<file path="src/rtl/mcpu_pkg.sv">
// Shared definitions for the MCPU ALU sequencing controller:
// opcodes, controller states and instruction field offsets.
package mcpu_pkg;

  localparam logic [1:0] OP_AND = 2'b00;
  localparam logic [1:0] OP_OR  = 2'b01;
  localparam logic [1:0] OP_XOR = 2'b10;
  localparam logic [1:0] OP_ADD = 2'b11;

  typedef enum logic [1:0] {
    ST_IDLE,
    ST_EXEC,
    ST_DONE
  } state_e;

  // Instruction layout is {opcode, rd, rs1, rs2}, with rs2 in the LSBs.
  localparam int unsigned RS2_LSB = 0;

  function automatic int unsigned rs1_lsb(input int unsigned reg_addr);
    return reg_addr;
  endfunction

  function automatic int unsigned rd_lsb(input int unsigned reg_addr);
    return 2 * reg_addr;
  endfunction

  function automatic int unsigned op_lsb(input int unsigned reg_addr);
    return 3 * reg_addr;
  endfunction

endpackage

</file>
<file path="src/rtl/mcpu_regfile.sv">
// Register file: two combinational read ports and a shared write path in which
// the controller writeback overrides a host write to the same index.
module mcpu_regfile #(
  parameter int unsigned WORD_SIZE = 4,
  parameter int unsigned REG_ADDR  = 2
) (
  input  logic                 clk,
  input  logic                 reset,
  input  logic [REG_ADDR-1:0]  rd_addr_a,
  output logic [WORD_SIZE-1:0] rd_data_a,
  input  logic [REG_ADDR-1:0]  rd_addr_b,
  output logic [WORD_SIZE-1:0] rd_data_b,
  input  logic                 host_we,
  input  logic [REG_ADDR-1:0]  host_addr,
  input  logic [WORD_SIZE-1:0] host_data,
  input  logic                 wb_we,
  input  logic [REG_ADDR-1:0]  wb_addr,
  input  logic [WORD_SIZE-1:0] wb_data
);

  localparam int unsigned DEPTH = 1 << REG_ADDR;

  logic [WORD_SIZE-1:0] mem_q [DEPTH];
  logic [WORD_SIZE-1:0] mem_d [DEPTH];

  // Reads see the pre-edge contents, giving read-before-write behaviour.
  assign rd_data_a = mem_q[rd_addr_a];
  assign rd_data_b = mem_q[rd_addr_b];

  always_comb begin
    mem_d = mem_q;
    if (host_we) mem_d[host_addr] = host_data;
    // Applied last so the writeback wins on an index collision.
    if (wb_we) mem_d[wb_addr] = wb_data;
  end

  always_ff @(posedge clk) begin
    if (reset) begin
      for (int unsigned i = 0; i < DEPTH; i++) mem_q[i] <= '0;
    end else begin
      mem_q <= mem_d;
    end
  end

endmodule

</file>
<file path="src/rtl/mcpu_alu_ctrl.sv">
// Issues one instruction at a time to the external MCPU_Alu and returns its result.
// Optional result checker enabled by defining MCPU_ALU_CTRL_SELFCHECK_EN.
module mcpu_alu_ctrl
  import mcpu_pkg::*;
#(
  parameter int unsigned CMD_SIZE  = 2,
  parameter int unsigned WORD_SIZE = 4,
  parameter int unsigned REG_ADDR  = 2
) (
  input  logic                         clk,
  input  logic                         reset,
  input  logic                         instr_valid,
  output logic                         instr_ready,
  input  logic [CMD_SIZE+3*REG_ADDR-1:0] instr,
  input  logic                         wr_en,
  input  logic [REG_ADDR-1:0]          wr_addr,
  input  logic [WORD_SIZE-1:0]         wr_data,
  output logic [CMD_SIZE-1:0]          alu_opcode,
  output logic [WORD_SIZE-1:0]         alu_r1,
  output logic [WORD_SIZE-1:0]         alu_r2,
  input  logic [WORD_SIZE-1:0]         alu_out,
  input  logic                         alu_overflow,
  output logic                         rsp_valid,
  input  logic                         rsp_ready,
  output logic [WORD_SIZE-1:0]         rsp_data,
  output logic                         rsp_overflow,
  output logic                         err
);

  localparam int unsigned RS1_LSB = rs1_lsb(REG_ADDR);
  localparam int unsigned RD_LSB  = rd_lsb(REG_ADDR);
  localparam int unsigned OP_LSB  = op_lsb(REG_ADDR);

  state_e               state_q, state_d;
  logic [CMD_SIZE-1:0]  op_q, op_d;
  logic [WORD_SIZE-1:0] r1_q, r1_d;
  logic [WORD_SIZE-1:0] r2_q, r2_d;
  logic [REG_ADDR-1:0]  rd_q, rd_d;
  logic [WORD_SIZE-1:0] rsp_data_q, rsp_data_d;
  logic                 rsp_ovf_q, rsp_ovf_d;

  logic [REG_ADDR-1:0]  rs1_idx, rs2_idx;
  logic [WORD_SIZE-1:0] rs1_val, rs2_val;
  logic                 wb_we;

  assign rs1_idx = instr[RS1_LSB +: REG_ADDR];
  assign rs2_idx = instr[RS2_LSB +: REG_ADDR];

  mcpu_regfile #(
    .WORD_SIZE(WORD_SIZE),
    .REG_ADDR (REG_ADDR)
  ) u_regfile (
    .clk      (clk),
    .reset    (reset),
    .rd_addr_a(rs1_idx),
    .rd_data_a(rs1_val),
    .rd_addr_b(rs2_idx),
    .rd_data_b(rs2_val),
    .host_we  (wr_en),
    .host_addr(wr_addr),
    .host_data(wr_data),
    .wb_we    (wb_we),
    .wb_addr  (rd_q),
    .wb_data  (alu_out)
  );

  always_comb begin
    state_d     = state_q;
    op_d        = op_q;
    r1_d        = r1_q;
    r2_d        = r2_q;
    rd_d        = rd_q;
    rsp_data_d  = rsp_data_q;
    rsp_ovf_d   = rsp_ovf_q;
    wb_we       = 1'b0;
    instr_ready = 1'b0;
    rsp_valid   = 1'b0;
    case (state_q)
      ST_IDLE: begin
        instr_ready = 1'b1;
        if (instr_valid) begin
          op_d    = instr[OP_LSB +: CMD_SIZE];
          r1_d    = rs1_val;
          r2_d    = rs2_val;
          rd_d    = instr[RD_LSB +: REG_ADDR];
          state_d = ST_EXEC;
        end
      end
      ST_EXEC: begin
        wb_we      = 1'b1;
        rsp_data_d = alu_out;
        rsp_ovf_d  = alu_overflow;
        state_d    = ST_DONE;
      end
      ST_DONE: begin
        rsp_valid = 1'b1;
        if (rsp_ready) state_d = ST_IDLE;
      end
      default: state_d = ST_IDLE;
    endcase
  end

  always_ff @(posedge clk) begin
    if (reset) begin
      state_q    <= ST_IDLE;
      op_q       <= '0;
      r1_q       <= '0;
      r2_q       <= '0;
      rd_q       <= '0;
      rsp_data_q <= '0;
      rsp_ovf_q  <= 1'b0;
    end else begin
      state_q    <= state_d;
      op_q       <= op_d;
      r1_q       <= r1_d;
      r2_q       <= r2_d;
      rd_q       <= rd_d;
      rsp_data_q <= rsp_data_d;
      rsp_ovf_q  <= rsp_ovf_d;
    end
  end

  assign alu_opcode   = op_q;
  assign alu_r1       = r1_q;
  assign alu_r2       = r2_q;
  assign rsp_data     = rsp_data_q;
  assign rsp_overflow = rsp_ovf_q;

`ifdef MCPU_ALU_CTRL_SELFCHECK_EN
  logic [WORD_SIZE:0]   exp_sum;
  logic [WORD_SIZE-1:0] exp_res;
  logic                 exp_ovf;
  logic                 err_q, err_d;

  always_comb begin
    exp_sum = {1'b0, r1_q} + {1'b0, r2_q};
    exp_res = '0;
    exp_ovf = 1'b0;
    case (op_q)
      OP_AND:  exp_res = r1_q & r2_q;
      OP_OR:   exp_res = r1_q | r2_q;
      OP_XOR:  exp_res = r1_q ^ r2_q;
      default: {exp_ovf, exp_res} = exp_sum;
    endcase
    err_d = err_q;
    if (state_q == ST_EXEC && (alu_out != exp_res || alu_overflow != exp_ovf)) err_d = 1'b1;
  end

  always_ff @(posedge clk) begin
    if (reset) err_q <= 1'b0;
    else       err_q <= err_d;
  end

  assign err = err_q;
`else
  assign err = 1'b0;
`endif

endmodule

</file>
<file path="config.mk">
export PLATFORM = sky130hd
export DESIGN_NAME = mcpu_alu_ctrl
export DESIGN_NICKNAME = d
export VERILOG_FILES = /design/src/rtl/mcpu_pkg.sv /design/src/rtl/mcpu_regfile.sv /design/src/rtl/mcpu_alu_ctrl.sv
export SDC_FILE = /design/constraint.sdc
export NUM_CORES = 1
export LEC_CHECK = 0
export BUFFER_PORTS_ARGS = -buffer_cell sky130_fd_sc_hd__buf_2
export CELL_PAD_IN_SITES_DETAIL_PLACEMENT = 0
export CELL_PAD_IN_SITES_GLOBAL_PLACEMENT = 1
export CORE_ASPECT_RATIO = 1.4
export CORE_MARGIN = 2
export CORE_UTILIZATION = 30
export CTS_CLUSTER_SIZE = 30
export DETAILED_ROUTE_END_ITERATION = 10
export GPL_TIMING_DRIVEN = 0
export HOLD_SLACK_MARGIN = 0.1
export PLACE_DENSITY_LB_ADDON = 0.15
export SYNTH_ARGS = -nofsm -noshare
export SYNTH_HDL_FRONTEND = slang
export SYNTH_SLANG_ARGS = --single-unit
</file>
<file path="constraint.sdc">
create_clock -name clk -period 2 [get_ports clk]
set_input_delay 0.4 -clock clk [delete_from_list [all_inputs] [get_ports clk]]
set_output_delay 0.4 -clock clk [all_outputs]
set_load 0.02 [all_outputs]
</file>
==> impl_metrics.json <==
{
  "r2r-start": "state_q[0]$_SDFFE_PP0P_",
  "finalCoreUtilization": 0.383,
  "crit_fanout": 10,
  "viasPerCell": 4.86,
  "grt_first_pass_wirelength_um": 6570,
  "setup_violations": 0,
  "drc": 0,
  "grt_use_met1": 0.178,
  "drt_wl_total_um": 3990,
  "final_max_slew_viol_count": 0,
  "clk_pin_slew_worst_paths_ns": 0.07,
  "grt_pass1_vias": 1358,
  "grt_max_degree": 11,
  "synth-seq-cells": 35,
  "cpPeakStageDelay_ns": 0.47,
  "antenna_cells": 0,
  "layout.cells.non_filler": 285,
  "netlist_area_um2": 1650,
  "use_met2": 0.232,
  "seq_area_frac_synth": 0.426,
  "die_h_um": 91.6,
  "finalPower_mw": 1.48,
  "grt_overflow": 0,
  "finalCriticalPeriod_ns": 1.54,
  "crit_required_ns": 1.60,
  "period_share": 0.768,
  "hold_violations": 0,
  "hp-class": "in -> reg",
  "grt_setup_unrepaired": "no",
  "syn_to_final_growth_pct": 21.8,
  "max_freq_ghz": 0.651,
  "cts-hold-fix-buffers": 0,
  "fin_tns_setup_ns": 0,
  "syn_nets": 196,
  "endpoint_kind": "output port",
  "layout_common_cells": "buf_2, dfxtp_1, nand2_1",
  "cts_buffers": 5,
  "startpoint": "state_q[1]$_SDFFE_PP0P_",
  "min_from": "instr[7]",
  "slowest_stage": "dfxtp_1",
  "antenna_found_initial": 0,
  "synth_cells": 172,
  "cp_num_buf_inv": 1,
  "cts.sinks": 35,
  "power_leakage_nw": 0.872,
  "grtUsageTotal": 0.141,
  "yosysWarnings": 0,
  "avgSynthCellArea_um2": 9.57,
  "fp.dieW_um": 66.6,
  "critical_path.cell_chain": "nor2b_1, buf_2",
  "ctsResizeCount": 0,
  "nNetsFinal": 242,
  "clockRootBuffer": "clkbuf_8",
  "path_class": "reg -> out",
  "drtPass1Iterations": 4,
  "placed_cells": 277,
  "num_vias": 1385,
  "ios": 42,
  "layout_commonest_cell": "buf_2",
  "insertion_delay_ns": 0.28,
  "regArea_um2": 701,
  "gp_congestion": 0.787,
  "die_area_um2": 6100,
  "power_density_nw_per_um2": 737,
  "top_usage_layer": "met2",
  "startpoint_type": "register",
  "cts_tree": "yes",
  "drv_cap": 0,
  "core-area_um2": 5240,
  "drtAntennaViolNets": 0,
  "irDropWorstVdd_mv": 0.315,
  "arrival_ns": 1.14,
  "clockBufferDepth": 2,
  "htreeDepth": 2,
  "clock_skew_ns": 0.00511,
  "dr.first_iter.drc_count": 25,
  "dpl.hpwl_um": 3160,
  "start_util": 0.314,
  "post-cts-setup-buffers": 0,
  "status": "completed",
  "drt-wirelength-per-cell_um": 14.0,
  "row_count": 31,
  "portBuffers": 39,
  "multi_input_area_um2": 882,
  "synth_cell_types": 25,
  "drive_gt1_frac": 0.288,
  "fillers": 575,
  "critPathTopFamily": "flip-flops",
  "globalRouteMet3Util": 0.0368
}
final cells by class:
class	instances	area share
Multi-Input combinational cell	125	0.440
Tap cell	66	0.0412
Clock inverter	1	0.00250
Sequential cell	35	0.350
Clock buffer	7	0.0381
Buffer	12	0.0312
Timing Repair Buffer	39	0.0974
worst reg2reg max path, stage by stage (launching register included):
cell	delay, ns
dfxtp_1	0.30
buf_4	0.16
or3b_2	0.50
buf_2	0.21
nand2_1	0.08
a21oi_1	0.06
synth_stat cells, drive strengths merged:
library cell	count	share of area
conb	1	0.0023
clkbuf	6	0.014
nand2	34	0.078
or4b	1	0.0061
nand4bb	2	0.014
nor2	18	0.041
nand3b	2	0.0091
nor3b	1	0.0046
nand3	1	0.0030
a21oi	18	0.055
nand4b	1	0.0053
dfxtp	35	0.43
nor2b	1	0.0038
a211oi	16	0.085
mux4	8	0.11
or3b	2	0.011
and2b	1	0.0046
mux2i	16	0.097
nand2b	2	0.0076
buf	6	0.024
final timing paths:
| check | end | slack, ns | cells after the start |
|---|---|---|---|
| worst max register to register | alu_r1[1]$_SDFFE_PP0P_ | 0.57 | 5 |
| worst min register to register | alu_r2[0]$_SDFFE_PP0P_ | 0.45 | 2 |
| worst max-delay path | rsp_valid | 0.46 | 2 |
| worst min-delay path | alu_opcode[1]$_SDFFE_PP0P_ | 0.35 | 3 |
cells by family after synthesis:
group                  count (synthesis)  synth area share
flip-flops                            35             0.426
AO/OA/AOI/OAI                         34             0.140
buffers and inverters                 12            0.0380
AND/OR/NAND/NOR                       66             0.187
other                                  1           0.00228
multiplexers                          24             0.207
layer usage:
metal,vias up,wire length [um]
met5,-,0
met4,0,51
li1,707,-
met1,642,1780
met2,30,1990
met3,6,165
report_power, final:
part	internal [mW]	switching [mW]	total, mW	leakage [nW]
combinational	0.102	0.124	0.227	0.544
clock	0.244	0.247	0.491	0.0422
sequential	0.733	0.0255	0.759	0.285
total	1.08	0.396	1.48	0.872
registers in the layout, summed over array words and instances (netlist names):
signal,cells
alu_opcode,2
alu_r1,4
rd_q,2
rsp_overflow,1
u_regfile.mem_q,16
rsp_data,4
alu_r2,4
state_q,2
stage by stage:
stage	hold WS (ns)	cell area (um2)	setup slack [ns]
after CTS	0.347	2000	0.455
after detailed placement	0.447	1920	0.456
after global placement	0.440	1920	0.460
final	0.355	2000	0.463
after floorplan	0.466	1650	0.666
after global routing	0.346	2000	0.333
Note: power is estimated with default switching activity, not from simulation.
